===== src/rtl/int_add_arbiter_if.sv =====
// Bus bundle between N requesters, the arbiter and the shared int_add adder.
// slave = arbiter view, master = requesters plus adder view.
interface int_add_arbiter_if #(
  parameter int N = 4
);
  logic [N-1:0]    req_ready;
  logic [N*32-1:0] req_a;
  logic [N*32-1:0] req_b;
  logic [N-1:0]    req_valid;
  logic [N-1:0]    req_accept;
  logic [31:0]     req_c;
  logic            req_err;
  logic [N-1:0]    grant;
  logic            add_ready;
  logic            add_accept;
  logic            add_valid;
  logic [31:0]     add_a;
  logic [31:0]     add_b;
  logic [31:0]     add_c;

  modport slave (
    input  req_ready, req_a, req_b,
    input  req_accept, add_valid, add_c,
    output req_valid, req_c, req_err,
    output grant, add_ready, add_accept,
    output add_a, add_b
  );

  modport master (
    output req_ready, req_a, req_b,
    output req_accept, add_valid, add_c,
    input  req_valid, req_c, req_err,
    input  grant, add_ready, add_accept,
    input  add_a, add_b
  );
endinterface


===== src/rtl/int_add_arbiter.sv =====
// Round-robin arbiter sharing one int_add adder among N requesters.
// Define INT_ADD_ARB_TIMEOUT_EN to build the WAIT watchdog.
module int_add_arbiter #(
  parameter int N              = 4,
  parameter int TIMEOUT_CYCLES = 16
) (
  input logic           clk,
  input logic           rst,
  int_add_arbiter_if.slave bus
);

  localparam int LW = (N > 1) ? $clog2(N) : 1;

  typedef enum logic [1:0] {
    IDLE,
    ISSUE,
    WAIT,
    RESP
  } state_t;

  state_t state;
  state_t state_nxt;

  logic [LW-1:0] last;
  logic [LW-1:0] win;
  logic [LW-1:0] cand;
  logic          win_hit;
  logic [N-1:0]  win_oh;
  logic [N-1:0]  grant_q;
  logic [N-1:0]  valid_q;
  logic [31:0]   a_q;
  logic [31:0]   b_q;
  logic [31:0]   c_q;
  logic          err_q;
  logic          acc_hit;
  logic          timeout;
  logic          add_ready_c;
  logic          add_accept_c;

  // Search upward from last+1 with wrap, so last itself is checked last.
  always_comb begin
    win     = '0;
    win_hit = 1'b0;
    cand    = '0;
    for (int k = 1; k <= N; k++) begin
      cand = LW'((int'(last) + k) % N);
      if (!win_hit && bus.req_ready[cand]) begin
        win_hit = 1'b1;
        win     = cand;
      end
    end
  end

  assign win_oh  = N'(1) << win;
  assign acc_hit = |(bus.req_accept & grant_q);

  always_ff @(posedge clk) begin
    if (rst) begin
      state <= IDLE;
    end else begin
      state <= state_nxt;
    end
  end

  always_comb begin
    state_nxt = state;
    unique case (state)
      IDLE: begin
        if (win_hit) begin
          state_nxt = ISSUE;
        end
      end
      ISSUE: begin
        state_nxt = WAIT;
      end
      WAIT: begin
        if (bus.add_valid || timeout) begin
          state_nxt = RESP;
        end
      end
      RESP: begin
        if (acc_hit) begin
          state_nxt = IDLE;
        end
      end
      default: begin
        state_nxt = IDLE;
      end
    endcase
  end

  always_comb begin
    add_ready_c  = 1'b0;
    add_accept_c = 1'b0;
    unique case (1'b1)
      (state == ISSUE): begin
        add_ready_c = 1'b1;
      end
      (state == WAIT): begin
        add_accept_c = bus.add_valid;
      end
      default: begin
        add_ready_c  = 1'b0;
        add_accept_c = 1'b0;
      end
    endcase
  end

  always_ff @(posedge clk) begin
    if (rst) begin
      a_q     <= '0;
      b_q     <= '0;
      c_q     <= '0;
      grant_q <= '0;
      valid_q <= '0;
      last    <= LW'(N - 1);
    end else begin
      unique case (state)
        IDLE: begin
          if (win_hit) begin
            a_q     <= bus.req_a[int'(win)*32 +: 32];
            b_q     <= bus.req_b[int'(win)*32 +: 32];
            grant_q <= win_oh;
            last    <= win;
          end
        end
        WAIT: begin
          if (bus.add_valid) begin
            c_q     <= bus.add_c;
            valid_q <= grant_q;
          end else if (timeout) begin
            c_q     <= '0;
            valid_q <= grant_q;
          end
        end
        RESP: begin
          if (acc_hit) begin
            valid_q <= '0;
            grant_q <= '0;
          end
        end
        default: begin
        end
      endcase
    end
  end

`ifdef INT_ADD_ARB_TIMEOUT_EN
  localparam int CW = $clog2(TIMEOUT_CYCLES + 1);

  logic [CW-1:0] tcnt;

  // Zero outside WAIT, so each WAIT entry starts a fresh count.
  always_ff @(posedge clk) begin
    if (rst) begin
      tcnt <= '0;
    end else if (state == WAIT) begin
      tcnt <= tcnt + 1'b1;
    end else begin
      tcnt <= '0;
    end
  end

  assign timeout = (state == WAIT) && !bus.add_valid &&
                   (tcnt == CW'(TIMEOUT_CYCLES - 1));

  always_ff @(posedge clk) begin
    if (rst) begin
      err_q <= 1'b0;
    end else if (state == WAIT) begin
      if (bus.add_valid) begin
        err_q <= 1'b0;
      end else if (timeout) begin
        err_q <= 1'b1;
      end
    end
  end
`else
  logic unused_timeout_cfg;

  assign unused_timeout_cfg = (TIMEOUT_CYCLES != 0);
  assign timeout            = 1'b0;
  assign err_q              = 1'b0;
`endif

  assign bus.grant      = grant_q;
  assign bus.req_valid  = valid_q;
  assign bus.req_c      = c_q;
  assign bus.req_err    = err_q;
  assign bus.add_a      = a_q;
  assign bus.add_b      = b_q;
  assign bus.add_ready  = add_ready_c;
  assign bus.add_accept = add_accept_c;

endmodule


===== src/flat_wrapper.sv =====
// flat-port wrapper written by rule: the top's interface ports become plain ports
module int_add_arbiter_flat 
#(
  parameter int N              = 4,
  parameter int TIMEOUT_CYCLES = 16
)
  (clk, rst, bus_req_ready, bus_req_a, bus_req_b, bus_req_accept, bus_add_valid, bus_add_c, bus_req_valid, bus_req_c, bus_req_err, bus_grant, bus_add_ready, bus_add_accept, bus_add_a, bus_add_b);
  int_add_arbiter_if #(.N(N)) bus_i ();
  input logic clk;
  input logic rst;
  input wire logic [$bits(bus_i.req_ready)-1:0] bus_req_ready;
  input wire logic [$bits(bus_i.req_a)-1:0] bus_req_a;
  input wire logic [$bits(bus_i.req_b)-1:0] bus_req_b;
  input wire logic [$bits(bus_i.req_accept)-1:0] bus_req_accept;
  input wire logic [$bits(bus_i.add_valid)-1:0] bus_add_valid;
  input wire logic [$bits(bus_i.add_c)-1:0] bus_add_c;
  output wire logic [$bits(bus_i.req_valid)-1:0] bus_req_valid;
  output wire logic [$bits(bus_i.req_c)-1:0] bus_req_c;
  output wire logic [$bits(bus_i.req_err)-1:0] bus_req_err;
  output wire logic [$bits(bus_i.grant)-1:0] bus_grant;
  output wire logic [$bits(bus_i.add_ready)-1:0] bus_add_ready;
  output wire logic [$bits(bus_i.add_accept)-1:0] bus_add_accept;
  output wire logic [$bits(bus_i.add_a)-1:0] bus_add_a;
  output wire logic [$bits(bus_i.add_b)-1:0] bus_add_b;
  assign bus_i.req_ready = bus_req_ready;
  assign bus_i.req_a = bus_req_a;
  assign bus_i.req_b = bus_req_b;
  assign bus_i.req_accept = bus_req_accept;
  assign bus_i.add_valid = bus_add_valid;
  assign bus_i.add_c = bus_add_c;
  assign bus_req_valid = bus_i.req_valid;
  assign bus_req_c = bus_i.req_c;
  assign bus_req_err = bus_i.req_err;
  assign bus_grant = bus_i.grant;
  assign bus_add_ready = bus_i.add_ready;
  assign bus_add_accept = bus_i.add_accept;
  assign bus_add_a = bus_i.add_a;
  assign bus_add_b = bus_i.add_b;
  int_add_arbiter #(.N(N), .TIMEOUT_CYCLES(TIMEOUT_CYCLES)) u_core (.clk(clk), .rst(rst), .bus(bus_i));
endmodule

===== config.mk =====
export PLATFORM = sky130hd
export DESIGN_NAME = int_add_arbiter_flat
export DESIGN_NICKNAME = d
export VERILOG_FILES = /design/src/rtl/int_add_arbiter_if.sv /design/src/rtl/int_add_arbiter.sv /design/src/flat_wrapper.sv
export SDC_FILE = /design/constraint.sdc
export NUM_CORES = 1
export LEC_CHECK = 0
export ABC_AREA = 1
export CORE_AREA = 2 2 160 162
export CTS_CLUSTER_SIZE = 12
export DETAILED_ROUTE_END_ITERATION = 8
export DIE_AREA = 0 0 162 164
export HOLD_SLACK_MARGIN = 0.05
export PLACE_DENSITY = 0.72
export SETUP_SLACK_MARGIN = 0.05
export SYNTH_ARGS = -nofsm -noshare
export SYNTH_HDL_FRONTEND = slang
export SYNTH_SLANG_ARGS = --single-unit

===== constraint.sdc =====
create_clock -name clk -period 4.5 [get_ports clk]
set_input_delay 0.9 -clock clk [delete_from_list [all_inputs] [get_ports clk]]
set_output_delay 0.9 -clock clk [all_outputs]
set_load 0.01 [all_outputs]

# --- Yosys cells after proc, flatten, opt, wreduce, memory -nomap -nowiden ---
# Cells that the tools add are included.
word_totals:
  reg_bits: 108
  in_bits: 299
  out_inout_bits: 107
  elab_cells: 67
classes:
  addsub: 4
  order_cmp: 4
  eq_ne: 6
  n_shift: 3
  n_mux: 27
  bitwise_logic: 1
  reduce_logical: 15
op_table:
  columns: ["cell", "n"]
  rows:
  - ["variable part select 128 x 8 -> 32 bit", 2]
  - ["one-hot mux 4 bit (2 select lines)", 2]
  - ["2-to-1 mux 2 bit", 7]
  - ["less-than comparator 2 x 3 -> 1 bit, second input constant", 4]
  - ["2-to-1 mux 4 bit", 3]
  - ["2-to-1 mux 1 bit", 10]
  - ["AND reduction 3 bit", 3]
  - ["binary-select mux 1 bit (select 2 bit)", 4]
  - ["one-hot mux 2 bit (4 select lines)", 1]
  - ["adder 2 x 1 -> 2 bit, second input constant", 2]
  - ["adder 2 bit, second input constant", 2]
  - ["AND 4 bit", 1]
  - ["== test 2 bit, second input constant", 2]
  - ["inequality test 2 x 1 -> 1 bit, second input constant", 2]
  - ["AND reduction 2 bit", 2]
  - ["nonzero test 2 bit", 2]
  - ["OR reduction 4 bit", 1]
  - ["left shift 1 x 2 -> 4 bit, first input constant", 1]
  - ["logical AND 1 bit", 3]
  - ["zero test 1 bit", 3]
  - ["== test 2 x 1 -> 1 bit, second input constant", 1]
  - ["zero test 2 bit", 1]
  - ["inequality test 2 bit, second input constant", 1]

# --- Depth between registers and ports, before layout ---
# Gate-level depths: netlist of run 1.
depth:
  depth_word: 16
  mapped_depth: 18
  mapped_depth_nobuf: 15

# --- Least setup slack after synthesis of run 1 ---
# Ideal clock, no wire load.
synth_timing:
  kind: "input port to output port"
  from: "in bus_add_valid"
  to: "out bus_add_accept"
  t_arrival_ns: 1.451
  required_ns: 3.600
  slack_ns: 2.149
  stages: 3
  path_buffers: 1
  path_cell_list: "nand2_1 -> inv_1 -> buf_1"
synth_via:
  elab_chain_len: 1
synth_lines:
  columns: ["element", "line", "rtl"]
  rows:
  - ["start, declared", "flat_wrapper.sv:15", "input wire logic [$bits(bus_i.add_valid)-1:0] bus_add_valid;"]
  - ["2-to-1 mux 1 bit", "int_add_arbiter.sv:95", "unique case (1'b1)"]
  - ["end, declared", "flat_wrapper.sv:22", "output wire logic [$bits(bus_i.add_accept)-1:0] bus_add_accept;"]
# No other way between the ends.

# --- Final worst setup path of run 1 ---
# Ends and elaborated chain as after synthesis.

==> results of run 1 <==
-- area by class of cell --
type | count | area share (%)
repair buffers | 415 | 37.4
flip-flops and latches | 108 | 19.5
inverters | 59 | 2.02
clock buffers | 9 | 2.03
well taps | 330 | 3.72
multi-input cells | 892 | 34.5
clock inverters | 7 | 0.800
-- cells by family after synthesis --
group                      count (synthesis)  synth area share [%]
buffers and inverters                    141                  9.32
adders and majority gates                  5                 0.948
DFF                                      108                  32.7
and+or+nand+nor                          809                  51.0
other                                      1                0.0568
AOI/OAI and AO/OA                         77                  5.89
-- metal layers --
metal / track usage, % / wire [um] / vias up
li1: - / - / 4285
met1: 23.8 / 11000 / 3795
met2: 32.2 / 12900 / 333
met3: 5.00 / 2110 / 39
met4: 5.47 / 588 / 0
met5: 0 / 0 / -
-- registers in the layout, indices dropped and copies added, names as in the netlist --
| register | cells |
|---|---|
| u_core.bus.add_a | 32 |
| u_core.bus.grant | 4 |
| u_core.bus.add_b | 32 |
| u_core.last | 2 |
| u_core.bus.req_valid | 4 |
| u_core.bus.req_c | 32 |
| u_core.state | 2 |
-- synthesized netlist by cell type, drive strengths merged --
library cell  number
dfxtp            108
clkbuf            27
o21ai             63
ha                 5
nand2            389
a31oi              1
inv               59
nor3               1
buf               55
nor2             200
a21oi             12
conb               1
o21a               1
nand3            217
nand4              2
-- worst register-to-register path, delay by kind of cell, from the launching register on --
| kind | cells | cell delay [ps] |
|---|---|---|
| AOI/OAI and AO/OA | 1 | 240 |
| buffers and inverters | 3 | 890 |
| DFF | 1 | 550 |
| and+or+nand+nor | 9 | 1090 |
-- per-stage QoR --
step	util, %	instance area (um^2)	worst slack (ps)
6_report	44.8	11100	1260
3_5_place_dp	43.5	10800	949
3_3_place_gp	43.5	10800	983
2_1_floorplan	-	6600	2150
5_1_grt	44.8	11100	1120
4_1_cts	44.8	11100	1270
-- power by group through the flow --
| stage | clock network [uW] | logic, uW | registers (uW) |
|---|---|---|---|
| 2_1_floorplan | 0 | 3740 | 1560 |
| 3_3_place_gp | 0 | 5530 | 1450 |
| 3_5_place_dp | 0 | 5570 | 1460 |
| 4_1_cts | 889 | 5590 | 1440 |
| 5_1_grt | 920 | 6270 | 1470 |
| 6_report | 852 | 5570 | 1440 |
-- final timing paths --
kind / from / endpoint / slack, ps
worst max-delay path: bus_add_valid / bus_add_accept / 1260
worst min-delay path: u_core.bus.req_valid[1] / u_core.bus.req_valid[1] / 470
worst max register to register: u_core.last[0] / u_core.bus.add_a[18] / 1630
worst min register to register: u_core.bus.req_valid[1] / u_core.bus.req_valid[1] / 470
-- cell usage in the layout (no fill, tap or decap), drive strengths merged --
cell,synthesis,routed
a31oi,1,1
buf,55,12
o21a,1,1
nand3,217,217
nor3,1,1
clkinv,0,3
nand4,2,2
a21oi,12,12
clkbuf,27,9
clkdlybuf4s50,0,403
dfxtp,108,108
ha,5,5
conb,1,1
inv,59,63
o21ai,63,63
nor2,200,200
nand2,389,389
==> summary.md, run 1 <==
| Metric | Value |
|---|---|
| Yosys warning total | `0` |
| Diode count | `0` |
| Max cap viols | `0` |
| DR WL/cell | `around 15 um` |
| Setup crit end kind | `primary output` |
| Initial Util | `26.6%` |
| Slowest cell delay on critical path | `~530 ps` |
| Arr. time, crit path | `around 2300 ps` |
| RD Place Congestion | `0.896` |
| Synth Cell Area | `6600 um^2` |
| Nets | `1789` |
| Clk root buf | `clkbuf_16` |
| First-pass GRT wire length | `between 40000 and 50000 um` |
| Min Tclk post-route | `between 3000 and 4000 ps` |
| Die area | `between 20000 and 30000 um^2` |
| Critical path class | `input port to primary output` |
| CTS tree | `yes` |
| Final setup fails | `0` |
| Remaining Overflow, GRT | `0` |
| Via density | `approximately 4.6` |
| Starting DRC count in detailed routing | `655` |
| Core ar. | `between 20000 and 25000 um^2` |
| Setup Skew | `9.61 ps` |
| Worst EP required | `about 3600 ps` |
| Synth area leader | `dfxtp_1` |
| Fmax | `approximately 310 MHz` |
| Layout cells sized above 1 | `approximately 2.8%` |
| Final Cycle Share | `between 70% and 80%` |
| Synthesized area per cell | `5.79 um^2` |
| Largest net degree at the start of global routing | `77` |
| Critical path peak fanout | `33` |
| Vias post-DR | `around 8500` |
| Net Sw Frac | `between 50 and 60%` |
| Routed WL | `between 20000 and 30000 um` |
| Chip Width | `approximately 160 um` |
| Combinational share of power | `a little under three quarters` |
| Worst slew margin | `39.7%` |
| Synth top area cells | `dfxtp_1 (33%), nand2_1 (22%), nand3_1 (16%)` |
| Detailed Routing Iterations Pass 1 | `5` |
| Vias in the first global route | `roughly 7600` |
| Area of the multi-input gates | `about 3800 um^2` |
| Initial antenna violation count | `0` |
| Top Ports | `approximately 410` |
| # resized after CTS | `0` |
| Cts bufs inserted | `9` |
| Syn Inst Count | `1141` |
| IO buf count | `approximately 400` |
| Hold Path Depth | `2` |
| Sequential-to-total area share from yosys stat | `around a third` |
| Hold-fix buffers, CTS | `0` |
| Clk pwr share | `10.8%` |
| Leak Pwr | `~0.005 uW` |
| Hold Fails Final Rpt | `0` |
| Placed instance count | `between 1500 and 2000` |
| Worst-path clk slew | `~90 ps` |
| Worst hold path type | `flop to flop` |
| Postcts setup bufs | `0` |
| Power per cell area | `708 nW/um^2` |
| Maximum VDD drop | `between 0.001 and 0.0015 V` |
| Setup_tns | `0 ps` |
| CP dominant cell by count | `clkdlybuf4s50_1` |
| H-tree Lvls | `3` |
| Status | `complete, no violations` |
| Number of buffers and inverters on the critical path | `4` |
| Worst R2R Path Depth | `13` |
| Row Count | `a little under 60` |
| Total design power | `between 7000 and 8000 uW` |
| RSZ-0062 raised after global routing | `no` |
| Longest Clk Path Bufs | `2` |
| Area grow syn2layout | `68.2%` |
| Share of the synthesized area in the top cell type | `32.7%` |
| Flops & latches, synth | `around 110` |
| Sequential power share | `~18%` |
| Syn nets | `~1400` |
| Num Clock Sinks | `roughly 110` |
| Critical Path Start Type | `input port` |
| Worst path slowest cell | `clkdlybuf4s50_1` |
| Final std cells w/o fill | `1820` |
| Cell-internal power | `3720 uW` |
| Final HPWL DP | `roughly 20000 um` |
| Total Routing Usage GR | `a little under a fifth` |
| Hold WS | `~470 ps` |
| Post-synth cell types | `23` |
| Clock latency on the worst-skew pair | `approximately 360 ps` |
| Stages on the worst setup path | `5` |
| Delay-heaviest family, CP | `buffers and inverters` |
| Die H | `between 150 and 200 um` |
| Routed Antenna Nets | `0` |
| Least-Margin Pin Slew | `between 900 and 1000 ps` |
| Post-route DRC | `0` |
| P_sw | `between 4000 and 5000 uW` |
| Register area | `2160 um^2` |
| FILL cells | `2585` |
| CP Cell Sequence | `clkdlybuf4s50_1 -> nand2_1 -> buf_4 -> inv_1 -> clkdlybuf4s50_1` |
| Slew Limit Fails | `0` |
Note: power is estimated with default switching activity, not from simulation.
==> run 2, diff against run 1 <==
- CORE_AREA: 2 2 160 162 -> 2 2 156 158
- DIE_AREA: 0 0 162 164 -> 0 0 158 160
- PLACE_DENSITY: 0.72 -> 0.75
- clock period: 4.5 -> 3.4 ns (I/O delays scaled with it)
==> run 2 against run 1 <==
Effect of this change:
- final area rose by 0.77%
- sequential share of layout area is 0.15 points lower
- worst hold slack is essentially flat
- clock power increased by 24%
- critical path type is now input port to flop
- largest cell class unchanged
- largest power group unchanged
- highest routed layer unchanged
==> summary.md, run 2 (same netlist as run 1, synthesis figures left out) <==
| Metric | Value |
|---|---|
| Post-route DRC | `0 (unchanged)` |
| Postcts setup bufs | `0 (unchanged)` |
| Die H | `160 um (-2.4%)` |
| Num Clock Sinks | `108 (unchanged)` |
| Total design power | `10600 uW (+35%)` |
| Initial Util | `27.7% (+1.1 points)` |
| Core ar. | `23800 um^2 (-4.0%)` |
| RD Place Congestion | `0.940 (+4.9%)` |
| Critical Path Start Type | `input port` |
| # resized after CTS | `0 (unchanged)` |
| Total Routing Usage GR | `20.3% (+1.3 points)` |
| Starting DRC count in detailed routing | `549 (-16%)` |
| Initial antenna violation count | `0 (unchanged)` |
| Hold-fix buffers, CTS | `0 (unchanged)` |
| Leak Pwr | `0.00505 uW (+1.1%)` |
| Setup crit end kind | `flop` |
| Top Ports | `406 (unchanged)` |
| Least-Margin Pin Slew | `631 ps (-273 ps)` |
| Met2 track demand over resource | `35.8% (+3.6 points)` |
| Routed Antenna Nets | `0 (unchanged)` |
| Cts bufs inserted | `9 (unchanged)` |
| Routed WL | `27000 um (+1.4%)` |
| Worst hold path type | `flop to flop` |
| H-tree Lvls | `3 (unchanged)` |
| Layout cells sized above 1 | `3.47% (+0.65 points)` |
| Area grow syn2layout | `69.5%` |
| Most frequent cells in the layout | `clkdlybuf4s50_1 (403), nand2_1 (387), nand3_1 (214)` |
| Hold Fails Final Rpt | `0 (unchanged)` |
| CTS tree | `yes` |
| Status | `complete, no violations` |
| Grt met3 use | `4.61% (-0.39 points)` |
| Min Tclk post-route | `about 2800 ps` |
| Final HPWL DP | `20200 um (+2.8%)` |
| Via density | `4.67 (+0.51%)` |
| Critical path peak fanout | `33 (unchanged)` |
| Max cap viols | `0 (unchanged)` |
| Worst-path clk slew | `90 ps (about the same)` |
| Fmax | `358 MHz` |
| Row Count | `57 (-1.7%)` |
| Arr. time, crit path | `3090 ps (+750 ps)` |
| Remaining Overflow, GRT | `0 (unchanged)` |
| Setup Skew | `17.0 ps (+7.38 ps)` |
| Met1 usage | `23.5% (-0.34 points)` |
| Vias in the first global route | `7855 (+3.0%)` |
| Clk root buf | `clkbuf_16` |
| Most common cell after layout, fill and taps aside | `clkdlybuf4s50_1` |
| Final Cycle Share | `between 80 and 90%` |
| Worst slew margin | `57.9% (+18 points)` |
| IO buf count | `404 (unchanged)` |
| Die area | `25300 um^2 (-4.8%)` |
| Maximum VDD drop | `0.000542 V (-48%)` |
| First-pass GRT wire length | `40600 um (+0.51%)` |
| Detailed Routing Iterations Pass 1 | `5 (unchanged)` |
| Largest net degree at the start of global routing | `77 (unchanged)` |
| Diode count | `0 (unchanged)` |
| Placed instance count | `1808 (+0.22%)` |
| GRT Max-Usage Layer | `met2` |
| Final setup fails | `0 (unchanged)` |
| Vias post-DR | `8514 (+0.73%)` |
| Slew Limit Fails | `0 (unchanged)` |
| Pre-CTS setup slack | `252 ps (-697 ps)` |
| Setup_tns | `0 ps (unchanged)` |
| RSZ-0062 raised after global routing | `no` |
| Chip Width | `158 um (-2.5%)` |
| Final worst slack | `609 ps (-655 ps)` |
| Clock latency on the worst-skew pair | `360 ps (about the same)` |
| Nets | `1799 (+0.56%)` |
| Longest Clk Path Bufs | `2 (unchanged)` |
| DR WL/cell | `14.8 um (+1.1%)` |
| Critical path class | `input port to flop` |
| Worst EP required | `3700 ps (+100 ps)` |
| Power per cell area | `948 nW/um^2 (+34%)` |
| Final std cells w/o fill | `1824 (+0.22%)` |
## run 2: changes by cell type in the layout (fill, tap and decap cells not counted), sizes merged
| cell | delta |
|---|---|
| buf | +10 |
| inv | -1 |
| clkinvlp | +1 |
## run 2: worst max-delay path, stage by stage
cell	delay (ps)
clkdlybuf4s50_1	510
inv_1	50
nand2_1	60
nand2_1	70
nand2_1	60
nand2_1	60
nand2_1	100
nand2_1	80
nand2_1	100
nand3_4	410
nor2_4	580
nand2_1	110
nand2_1	90
nor2_1	50
nor2_1	70
## run 2: per-layer routing
metal,wire length (um),vias to the layer above,part of all wire (%)
met3,2200,58,8.2
met5,0,-,0
li1,-,4308,-
met4,910,0,3.4
met1,10700,3798,40
met2,13200,350,49
## run 2: path summary, 6_finish.rpt
kind | depth (start not counted) | slack (ps) | endpoint | from
hold / removal | 2 | 470 | u_core.bus.req_valid[0] | u_core.bus.req_valid[0]
setup reg to reg | 14 | 680 | u_core.bus.add_a[25] | u_core.last[0]
setup / recovery | 15 | 610 | u_core.bus.add_a[25] | bus_req_ready[2]
hold reg to reg | 2 | 470 | u_core.bus.req_valid[0] | u_core.bus.req_valid[0]
## run 2: stage by stage
stage	hold WS [ps]	cell area, um^2	utilization, %
2_1_floorplan	472	6600	-
3_3_place_gp	454	10900	45.8
3_5_place_dp	457	10900	45.8
4_1_cts	470	11200	47.0
5_1_grt	498	11200	47.0
6_report	468	11200	47.0
## run 2: where the power goes
group	switching, uW	total, uW	internal (uW)
combinational	4720	7640	2930
clock	546	1060	518
sequential	228	1910	1680
## run 2: cell type report
class	count	area (um^2)
clock buffers	9	225
clock inverters	7	68.8
fillers	2443	12600
inverters	59	224
multi-input cells	892	3830
flip-flops and latches	108	2160
well taps	324	405
repair buffers	425	4270
